`config.mk`:
```
export PLATFORM = sky130hd
export DESIGN_NAME = cart_bus_sync
export DESIGN_NICKNAME = d
export VERILOG_FILES = /design/src/rtl/cart_bus_sync.sv
export SDC_FILE = /design/constraint.sdc
export NUM_CORES = 1
export LEC_CHECK = 0
export BUFFER_PORTS_ARGS = -buffer_cell sky130_fd_sc_hd__buf_2
export CAP_MARGIN = 20
export CORE_MARGIN = 2
export CORE_UTILIZATION = 32
export CTS_BUF_LIST = sky130_fd_sc_hd__clkbuf_8
export DETAILED_ROUTE_END_ITERATION = 16
export PLACE_DENSITY_LB_ADDON = 0.12
export SYNTH_ARGS = -nofsm -noshare
export SYNTH_HDL_FRONTEND = slang
export SYNTH_SLANG_ARGS = --single-unit
```
`constraint.sdc`:
```
create_clock -name clk -period 1.7 [get_ports clk]
set_clock_uncertainty 0.2 [all_clocks]
set_input_delay 0.17 -clock clk [delete_from_list [all_inputs] [get_ports clk]]
set_output_delay 0.17 -clock clk [all_outputs]
set_load 0.01 [all_outputs]
```
`src/rtl/cart_bus_sync.sv`:
```
// cart_bus_sync: synchronizes and glitch-filters the cartridge bus for mbc_chip and drives read data back onto it.
module cart_bus_sync #(
  parameter int SYNC_STAGES = 2,
  parameter int FILTER      = 2
) (
  input  logic        clk,
  input  logic        reset_n,
  input  logic [15:0] cart_adr,
  input  logic [7:0]  cart_din,
  input  logic        cart_nrd,
  input  logic        cart_nwr,
  input  logic        cart_ncs,
  input  logic [7:0]  rd_data,
  output logic [15:0] adr,
  output logic [7:0]  data,
  output logic        write,
  output logic        read,
  output logic [7:0]  cart_dout,
  output logic        cart_doe
);
  localparam int CW = $clog2(FILTER + 1);
  typedef enum logic [1:0] {IDLE, READ, WRITE, HOLD} state_t;
  state_t state;
  logic [SYNC_STAGES-1:0][26:0] sync;
  logic [15:0] a_s;
  logic [7:0] d_s, shadow;
  logic nrd_s, nwr_s, ncs_s, nrd_f, nwr_f;
  logic [1:0] str_s, str_f;
  logic [1:0][CW-1:0] cnt;
  assign {a_s, d_s, nrd_s, nwr_s, ncs_s} = sync[SYNC_STAGES-1];
  assign str_s = {nrd_s, nwr_s};
  assign {nrd_f, nwr_f} = str_f;
  // Strobe and /CS stages reset to their idle (high) level so release does not look like an access.
  always_ff @(posedge clk or negedge reset_n) begin
    if (!reset_n) begin
      sync   <= {SYNC_STAGES{27'h7}};
      str_f  <= 2'b11;
      cnt    <= '0;
      shadow <= '0;
    end else begin
      sync[0] <= {cart_adr, cart_din, cart_nrd, cart_nwr, cart_ncs};
      for (int i = 1; i < SYNC_STAGES; i++) sync[i] <= sync[i-1];
      for (int i = 0; i < 2; i++) begin
        if (str_s[i] == str_f[i]) cnt[i] <= '0;
        else if (cnt[i] == CW'(FILTER - 1)) begin
          str_f[i] <= str_s[i];
          cnt[i]   <= '0;
        end else cnt[i] <= cnt[i] + CW'(1);
      end
      if (!nwr_s) shadow <= d_s;
    end
  end
  always_ff @(posedge clk or negedge reset_n) begin
    if (!reset_n) begin
      state     <= IDLE;
      adr       <= '0;
      data      <= '0;
      cart_dout <= '0;
      write     <= 1'b0;
      read      <= 1'b0;
      cart_doe  <= 1'b0;
    end else begin
      case (state)
        IDLE: begin
          adr <= a_s;
          if (!nwr_f) begin
            state <= WRITE;
            write <= 1'b1;
          end else if (!nrd_f) begin
            state    <= READ;
            read     <= 1'b1;
            cart_doe <= !a_s[15] || !ncs_s;
          end
        end
        WRITE: begin
          data <= shadow;
          if (nwr_f) begin
            state <= HOLD;
            write <= 1'b0;
          end
        end
        HOLD: state <= IDLE;
        READ: begin
          cart_dout <= rd_data;
          if (nrd_f) begin
            state    <= IDLE;
            read     <= 1'b0;
            cart_doe <= 1'b0;
          end else cart_doe <= !adr[15] || !ncs_s;
        end
        default: state <= IDLE;
      endcase
    end
  end
endmodule

```
# Word-level counts from Yosys, hierarchy flattened
# Index checks and enable logic that the tools add are counted.
[word_totals] reg_bits=105 input_bits=37 output_inout_bits=35 wordCells=65
[classes] n_addsub=2 eq_ne=13 muxes=20 bitwise=2 reduce_logical=14
[ops] op="$mux W2" count=8
[ops] op="$ne A2 B2 Y1 const B" count=5
[ops] op="$reduce_and A3 Y1" count=3
[ops] op="$mux W1" count=8
[ops] op="$pmux W2 S4" count=1
[ops] op="$eq A2 B1 Y1 const B" count=3
[ops] op="$pmux W1 S2" count=3
[ops] op="$add A2 B1 Y2 const B" count=2
[ops] op="$eq A2 B2 Y1 const B" count=2
[ops] op="$reduce_and A2 Y1" count=2
[ops] op="$reduce_and A4 Y1" count=1
[ops] op="$reduce_bool A2 Y1" count=2
[ops] op="$logic_not A1 Y1" count=3
[ops] op="$ne A3 B3 Y1 const B" count=1
[ops] op="$eq A1 B1 Y1" count=2
[ops] op="$logic_not A2 Y1" count=1
[ops] op="$logic_or A1 B1 Y1" count=2
[ops] op="$not A1 Y1" count=2

# Longest topological paths before layout
# Gate-level depths: netlist (run 1).
[depth] depth_word=5 ltp_mapped=5 ltp_nobuf=3

# Least setup slack after synthesis (run 1)
# OpenSTA, ideal clock, no wires.
[synth_timing] kind="register -> register" startpoint="reg state[0]" endpoint="reg adr[0]" setup_ps=125 arrival_time_ps=1108 required_ps=1375 path_slack_ps=267 path_stages_with_launch=5 n_path_buf=2 synth_period_minus_slack_ps=1433 cell_sequence="dfrtp_1 > buf_6 > nor2_8 > buf_6 > mux2_2"
[synth_between] elab_chain_cells=1
[synth_rtl] item="start: declaration" line_no="23" rtl="state_t state;"
[synth_rtl] item="start signal: assignment" line_no="55" rtl="state <= IDLE;"
[synth_rtl] item="start signal: assignment" line_no="67" rtl="state <= WRITE;"
[synth_rtl] item="start signal: assignment" line_no="70" rtl="state <= READ;"
[synth_rtl] item="$logic_not A2 Y1" line_no="63" rtl="case (state)"
[synth_rtl] item="end signal: assignment" line_no="65" rtl="adr <= a_s;"
[synth_rtl] item="end: declaration" line_no="14" rtl="output logic [15:0] adr,"
# No other way between the ends.
# A chain may end at the register's enable or synchronous reset.

# Final worst setup path (run 1)
[layout_timing] startpoint="reg state[1]" endpoint="reg cart_dout[0]"
[layout_between] elab_chain_cells=1
[layout_rtl] item="$eq A2 B1 Y1" line_no="63"
[layout_rtl] item="end signal: assignment" line_no="84" rtl="cart_dout <= rd_data;"
[layout_rtl] item="end: declaration" line_no="18" rtl="output logic [7:0] cart_dout,"
# No other way between the ends.

==> metrics.cfg, run 1 <==
[outcome]
run_status=completed

[yosys]
synthCells=184
yosys_register_bits=105
ys_seq_area_share_pct=77.5
ys_warn_count=0
syn_area_sq_um=3400
syn_area_per_cell_sq_um=18.5
synth_nets=221
synth_cell_types=20

[cells_and_area]
drive_above_1_share_pct=48.4
fillCellCount=940
diodes=0
area_growth_syn_to_layout_pct=32.0
nNetsFinal=338
final_area_sq_um=4490

[sta]
setup_viol=0
tns_ps=0
timing.hold.ws_ps=108
slew_violations=0
post-route-period-util_pct=93.8
slew_headroom_pct=67.7
rsz0062_at_grt=no
fin_crit_ps=1590
fmax_mhz=627
worst_pin_slew_ps=484
hold_viol_final=0

[clock_tree]
root_buffer=clkbuf_8
numCtsBuffers=9
cts_tree=built
clkLatencyLatePin_ps=360
cts.path.max_buffers=2
cts_htree_levels=3
clkSinkCount=105
clk_pin_slew_ps=100
cts_resized=0

[detailed_routing]
drt_iter0_drc=30
firstDrtPassIters=4
routed_via_density=4.07
drtAntennaViolNets=0
vias=1801
wl_per_cell_microns=12.3
drc=0
wl_microns=5450

[place]
hpwl_microns=3500
place_area_sq_um=3950
port_buffers=71
gp_congestion=0.682

[power_and_ir_drop]
p_int_uw=4820
seq_power_share_pct=50.5
peakVddDrop_mv=0.629
switchingPower_uw=2140
clockPowerShare_pct=20.7
power.total_uw=6960
power_density_nw_per_um2=1550
p_leak_uw=0.00208
switching_share_pct=30.7
p_comb_share_pct=28.8

[worst_setup_path]
reg2reg_depth=2
crit_fanout=10
end_kind=flip-flop
crit_required_ps=1740
crit-reg2reg-launch=state[1]
startpoint_type=flip-flop
worstSetupPathType=flip-flop to flip-flop
reg2reg_slack_ps=110
cp_data_arrival_time_ps=1640
r2r-end=cart_dout[0]

[global_routing]
grt_overflow=0
grt_pass1_vias=1864
grtUsageTotal_pct=10.3
grt_max_degree=36
grt.met2_usage_pct=15.7
antenna_found_initial=0
busiest_layer=met2
grtUsageMet1_pct=13.4
grt_util_met3_pct=3.83
grt_pass1_wl_microns=8890

[hold_path]
hp-class=primary input to async pin

[floorplanning]
initial_utilization_pct=33.0
die_w_microns=107
dieArea_sq_um=11500
design.core.area_sq_um=10300
die_h_microns=107
io_pins=72
row_count=37

[flow_run]
drv_cap=0

kinds of logic after synthesis:
| kind of cell | Yosys count | share of synthesized area [%] |
|---|---|---|
| flops | 105 | 77.5 |
| mux | 40 | 14.2 |
| compound gates | 13 | 2.50 |
| simple gates | 13 | 2.94 |
| buf+inv | 11 | 2.35 |
| xor+xnor | 2 | 0.515 |
worst max path at each step:
stage	slack, ps	to	startpoint
after floorplan	270	adr[0]	state[0]
after global placement	130	cart_dout[6]	state[1]
after detailed placement	110	cart_dout[0]	state[1]
after CTS	90	cart_dout[1]	state[1]
after global routing	30	cart_dout[1]	state[1]
final	110	cart_dout[0]	state[1]
final cells by class:
cell class / instances / area (sq um) / share of cell area [%]
clock buffers: 9 / 124 / 2.76
multi-input cells: 68 / 687 / 15.3
inverters: 5 / 18.8 / 0.418
flip-flops and latches: 105 / 2640 / 58.7
repair buffers: 112 / 793 / 17.7
well taps: 136 / 170 / 3.79
clock inverters: 7 / 62.6 / 1.39
what timing repair did:
item / 4_1_cts / 5_1_grt
buffers inserted: 0 / 0
hold buffers: 36 / 0
hold endpoints to repair: 135 / 0
stage by stage:
step                instances  worst slack [ps]  util (%)
finish                    442               105      43.5
global route              442              27.2      43.5
CTS                       442              93.3      43.5
detailed placement        390               106      38.2
global placement          390               132      38.2
floorplan                 184               267         -
metal layers:
metal	routed length (microns)	part of all wire [%]	vias up
met1	2540	47	901
met2	2620	48	42
li1	-	-	848
met3	210	3.9	10
met5	0	0	-
met4	80	1.5	0
worst max-delay path, cell delays in order, from the launching register on:
cell	delay (ps)
dfrtp_1	630
nand2b_4	340
mux2_4	320
power by group through the flow:
stage	clock [uW]	combinational, uW	sequential (uW)
2_1_floorplan	0	1260	3640
3_3_place_gp	0	1960	3570
3_5_place_dp	0	1990	3570
4_1_cts	1510	2040	3530
5_1_grt	1610	2180	3610
6_report	1440	2000	3520
sequential cells by signal (all words and copies together) (netlist names):
name and count:
state 2, d_s 8, cart_dout 8, cart_doe 1
cnt 4, nwr_s 1, adr 16, str_f 2
sync 27, shadow 8, write 1, ncs_s 1
data 8, a_s 16, read 1, nrd_s 1
synthesized netlist by cell type:
cell | number | area [sq um]
dfrtp_1 | 97 | 2430
mux2_2 | 31 | 349
mux2_4 | 9 | 135
dfstp_2 | 8 | 210
a21oi_1 | 5 | 25.0
buf_6 | 5 | 56.3
inv_1 | 5 | 18.8
nor2_1 | 5 | 18.8
a31o_2 | 3 | 26.3
o21ai_0 | 3 | 15.0
nand2b_4 | 2 | 27.5
nor3_1 | 2 | 10.0
xnor2_1 | 2 | 17.5
a211oi_2 | 1 | 12.5
buf_2 | 1 | 5.00
nand3_1 | 1 | 5.00
nor2_8 | 1 | 20.0
nor3b_2 | 1 | 12.5
o22ai_1 | 1 | 6.26
or2_1 | 1 | 6.26
cell usage in the layout (no fill, tap or decap), types with 3 or more instances in the layout:
| cell | instances |
|---|---|
| mux2_4 | 9 |
| dfstp_2 | 8 |
| a31o_2 | 3 |
| clkinv_4 | 3 |
| buf_2 | 70 |
| buf_4 | 3 |
| dlygate4sd3_1 | 36 |
| inv_1 | 5 |
| mux2_2 | 31 |
| a21oi_1 | 5 |
| nor2_1 | 5 |
| o21ai_0 | 3 |
| clkbuf_8 | 9 |
| buf_12 | 3 |
| dfrtp_1 | 97 |
No activity file was read; power rests on OpenSTA's default activity.
==> run 2: changes to the inputs <==
- CTS_BUF_LIST: sky130_fd_sc_hd__clkbuf_8 -> sky130_fd_sc_hd__clkbuf_16
- SLEW_MARGIN: unset -> 25
==> run 2 against run 1 <==
Against the previous run:
- power is 7.5% higher
- worst setup slack improved by 7.2 ps
- first-iteration DRC count shrank 10%
- routed wire length down 0.24%
- critical endpoint is now cart_dout[1]
- via count up 0.17%
- maximum frequency rose by 0.45%
- clock power up 36%
- sequential share of layout area fell by 1.3 points
- utilization up 0.98 points
- global-route usage up 0.17 points
- count of clock-buffer cells in the layout unchanged
- largest cell class unchanged
==> metrics.cfg, run 2 (synthesis results as in run 1) <==
[worst_setup_path]
worstSetupPathType=flip-flop to flip-flop
startpoint_type=flip-flop
slowest_delay_ps=620
reg2reg_depth=2
timing.critical_path.to=cart_dout[1]
r2r-end=cart_dout[1]
crit-reg2reg-launch=state[1]
crit_slowest_cell=dfrtp_1
path_cells=nand2b_4, mux2_4
crit_fanout=10
cp_data_arrival_time_ps=1610
path_buf_inv=0
cp.depth=2
startpoint=state[1]
end_kind=flip-flop
crit_required_ps=1720
reg2reg_slack_ps=110
cp_top_family=flip-flops

[floorplanning]
die_h_microns=107
design.core.area_sq_um=10300
initial_utilization_pct=33.0
die_w_microns=107
row_count=37
io_pins=72
dieArea_sq_um=11500

[flow_run]
drv_cap=0

[clock_tree]
numCtsBuffers=9
clkSinkCount=105
cts.path.max_buffers=2
cts_htree_levels=3
cts_resized=0
cts_tree=built
clkLatencyLatePin_ps=340
root_buffer=clkbuf_16
clk_pin_slew_ps=70

[detailed_routing]
drc=0
drt_iter0_drc=27
firstDrtPassIters=4
routed_via_density=4.08
wl_per_cell_microns=12.3
wl_microns=5440
vias=1804
drtAntennaViolNets=0

[global_routing]
grt_max_degree=36
antenna_found_initial=0
grt_overflow=0
grtUsageTotal_pct=10.5
grt_pass1_vias=1861
grt_pass1_wl_microns=8990

[power_and_ir_drop]
power.total_uw=7480
p_leak_uw=0.00212
power_density_nw_per_um2=1630
peakVddDrop_mv=0.659

[place]
hpwl_microns=3500
gp_congestion=0.682
pre_cts_slack_ps=106
port_buffers=71

[cells_and_area]
nNetsFinal=338
fillCellCount=923
diodes=0
final_common_cell=dfrtp_1
layout_common_cells=dfrtp_1 (97), buf_2 (70), dlygate4sd3_1 (36)
top_register=sync
area_growth_syn_to_layout_pct=35.0
drive_above_1_share_pct=48.4
largest_reg_flops=27

[sta]
hold_viol_final=0
post-route-period-util_pct=93.4
setup_ws_ps=112
worst_pin_slew_ps=477
slew_headroom_pct=68.2
fmax_mhz=630
slew_violations=0
setup_viol=0
fin_crit_ps=1590
tns_ps=0
rsz0062_at_grt=no

[hold_path]
hp-class=primary input to async pin

[outcome]
run_status=completed

run 2: cell count changes in the layout (fill, tap and decap cells not counted):
cell and delta:
clkbuf_16 +9, clkbuf_8 -9
run 2: area by class of cell:
cell class | instances | area, sq um | share of cell area [%]
clock buffer | 9 | 225 | 4.90
clock inverter | 7 | 62.6 | 1.36
inverter | 5 | 18.8 | 0.408
multi-input combinational | 68 | 687 | 15.0
sequential | 105 | 2640 | 57.4
tap | 136 | 170 | 3.70
timing repair buffer | 112 | 793 | 17.3
run 2: metal layers:
metal | vias to the layer above | wire (microns) | track usage (%)
li1 | 852 | - | -
met1 | 894 | 2500 | 13.3
met2 | 46 | 2590 | 16.0
met3 | 12 | 222 | 3.28
met4 | 0 | 130 | 5.75
met5 | - | 0 | 0
run 2: power breakdown:
group          internal, uW  total (uW)  switching [uW]
logic                  1150        2000             849
registers              3110        3520             411
clock network          1020        1960             934
total                  5290        7480            2190
run 2: worst reg2reg max path: cells and delay by family, from the launching register on:
family | cells | cell delay (ps)
flops | 1 | 620
simple gates | 1 | 340
mux | 1 | 320
run 2: timing repair:
item | in CTS | in global routing
endpoints found under the hold margin | 135 | 0
hold buffers | 36 | 0
setup buffers | 0 | 0
run 2: worst min path at each step:
stage | cells after the start | slack [ps] | to
after floorplan | 0 | -330 | a_s[0]
after detailed placement | 1 | -30 | sync[17]
after global routing | 0 | 160 | d_s[5]
final | 2 | 140 | d_s[7]
after global placement | 1 | -30 | sync[17]
after CTS | 2 | 140 | a_s[8]
run 2: per-stage QoR:
step                util, %  instance area [sq um]  instances  hold slack [ps]
global placement       38.2                   3950        390            -31.3
global route           44.5                   4590        442              156
finish                 44.5                   4590        442              136
CTS                    44.5                   4590        442              138
floorplan                 -                   3400        184             -326
detailed placement     38.2                   3950        390            -31.2
==> run 3: changes to the inputs <==
- CORE_UTILIZATION: 32 -> 40
==> run 3 against run 2 <==
Against the previous run:
- hold slack lost 20 ps
- maximum frequency grew 6.1%
- global-route usage grew 2.6 points
- routed wire length grew 2.0%
- cell area shrank 0.82%
- sequential power is essentially flat
- largest cell class unchanged
- critical endpoint is now data[4]
- clock power grew 3%
- worst setup slack gained 91 ps
- largest power group unchanged
- count of clock-buffer cells in the layout is the same
==> metrics.cfg, run 3 (synthesis results as in run 1) <==
[outcome]
run_status=completed

[cells_and_area]
drive_above_1_share_pct=47.9
largest_reg_flops=27
nNetsFinal=339
fillCellCount=656
diodes=0
layout_common_cells=dfrtp_1 (97), buf_2 (70), dlygate4sd3_1 (36)
final_common_cell=dfrtp_1
final_area_sq_um=4560
top_register=sync
area_growth_syn_to_layout_pct=33.8

[sta]
hold_viol_final=0
rsz0062_at_grt=no
post-route-period-util_pct=88.0
setup_viol=0
timing.hold.ws_ps=116
worst_pin_slew_ps=406
tns_ps=0
slew_headroom_pct=73.0
slew_violations=0
fin_crit_ps=1500
fmax_mhz=668

[power_and_ir_drop]
p_comb_share_pct=27.0
p_leak_uw=0.00213
seq_power_share_pct=46.5
power.total_uw=7570
peakVddDrop_mv=0.566
switching_share_pct=28.4
p_int_uw=5420
switchingPower_uw=2150
clockPowerShare_pct=26.5
power_density_nw_per_um2=1660

[worst_setup_path]
crit_slowest_cell=dfrtp_1
r2r-end=data[4]
end_kind=flip-flop
path_buf_inv=1
reg2reg_slack_ps=200
reg2reg_depth=3
cp.depth=3
timing.critical_path.to=data[4]
worstSetupPathType=flip-flop to flip-flop
crit-reg2reg-launch=state[1]
cp_top_family=flip-flops
crit_required_ps=1720
startpoint_type=flip-flop
crit_fanout=8
slowest_delay_ps=490
cp_data_arrival_time_ps=1510
startpoint=state[1]
path_cells=buf_4, nand2b_4, mux2_2

[detailed_routing]
vias=1862
drt_iter0_drc=45
wl_microns=5550
routed_via_density=4.52
drtAntennaViolNets=0
wl_per_cell_microns=13.5
drc=0
firstDrtPassIters=4

[floorplanning]
die_w_microns=96.3
design.core.area_sq_um=8220
row_count=33
initial_utilization_pct=41.4
dieArea_sq_um=9270
die_h_microns=96.3
io_pins=72

[hold_path]
hp-class=primary input to async pin

[flow_run]
drv_cap=0

[clock_tree]
clkSinkCount=105
cts_htree_levels=3
root_buffer=clkbuf_16
postCtsSetupRepairBufs=0
clkLatencyLatePin_ps=340
cts.path.max_buffers=2
cts_tree=built
numCtsBuffers=9
clk_pin_slew_ps=70

[global_routing]
grt_pass1_vias=1800
antenna_found_initial=0
grtUsageTotal_pct=13.1
grt_overflow=0
grt_pass1_wl_microns=8880
grt_max_degree=31

[place]
gp_congestion=0.673
hpwl_microns=3500
port_buffers=71
place_area_sq_um=3900

run 3: changes by cell type in the layout (fill, tap and decap cells not counted), sizes merged:
cell | previous run | this run
bufinv | 0 | 1
clkinv | 4 | 3
buf | 76 | 77
run 3: final cells by class:
cell class / count / area (sq um) / area share [%]
Inverter: 5 / 18.8 / 0.412
Sequential cell: 105 / 2640 / 57.9
Timing Repair Buffer: 113 / 788 / 17.3
Multi-Input combinational cell: 68 / 687 / 15.1
Tap cell: 105 / 131 / 2.88
Clock buffer: 9 / 225 / 4.94
Clock inverter: 7 / 68.8 / 1.51
run 3: worst min-delay path by stage:
stage                          to  slack, ps      from
after global placement    data[6]        -60   reset_n
after CTS                 data[6]        130   reset_n
final                     data[6]        120   reset_n
after global routing      a_s[11]        160  sync[22]
after floorplan            a_s[0]       -330   reset_n
after detailed placement  data[6]        -70   reset_n
run 3: repair_timing:
| item | CTS | global route |
|---|---|---|
| hold buffers | 36 | 0 |
| endpoints found under the hold margin | 135 | 0 |
| gates resized for setup | 0 | 0 |
| endpoints found under the setup margin | 0 | 0 |
run 3: per-stage QoR:
stage	instances	setup WS (ps)	utilization [%]
floorplan	184	267	-
global placement	360	217	47.5
detailed placement	360	196	47.5
CTS	412	185	55.5
global route	412	136	55.5
finish	412	203	55.5
run 3: per-layer routing:
layer	wire length (microns)	part of all wire (%)	track usage, %
met1	2460	44	17.5
met2	2710	49	20.0
met3	263	4.7	2.90
met4	119	2.1	7.14
met5	0	0	0
run 3: power by group through the flow:
stage	registers (uW)	clock network [uW]	logic (uW)
final	3520	2010	2050
after global routing	3600	2180	2250
after CTS	3530	2070	2080
after detailed placement	3560	0	2010
after global placement	3550	0	1980
after floorplan	3640	0	1260
run 3: worst register-to-register path, cell delays in order (launching register included):
cell	delay [ps]
dfrtp_1	490
buf_4	210
nand2b_4	140
mux2_2	350
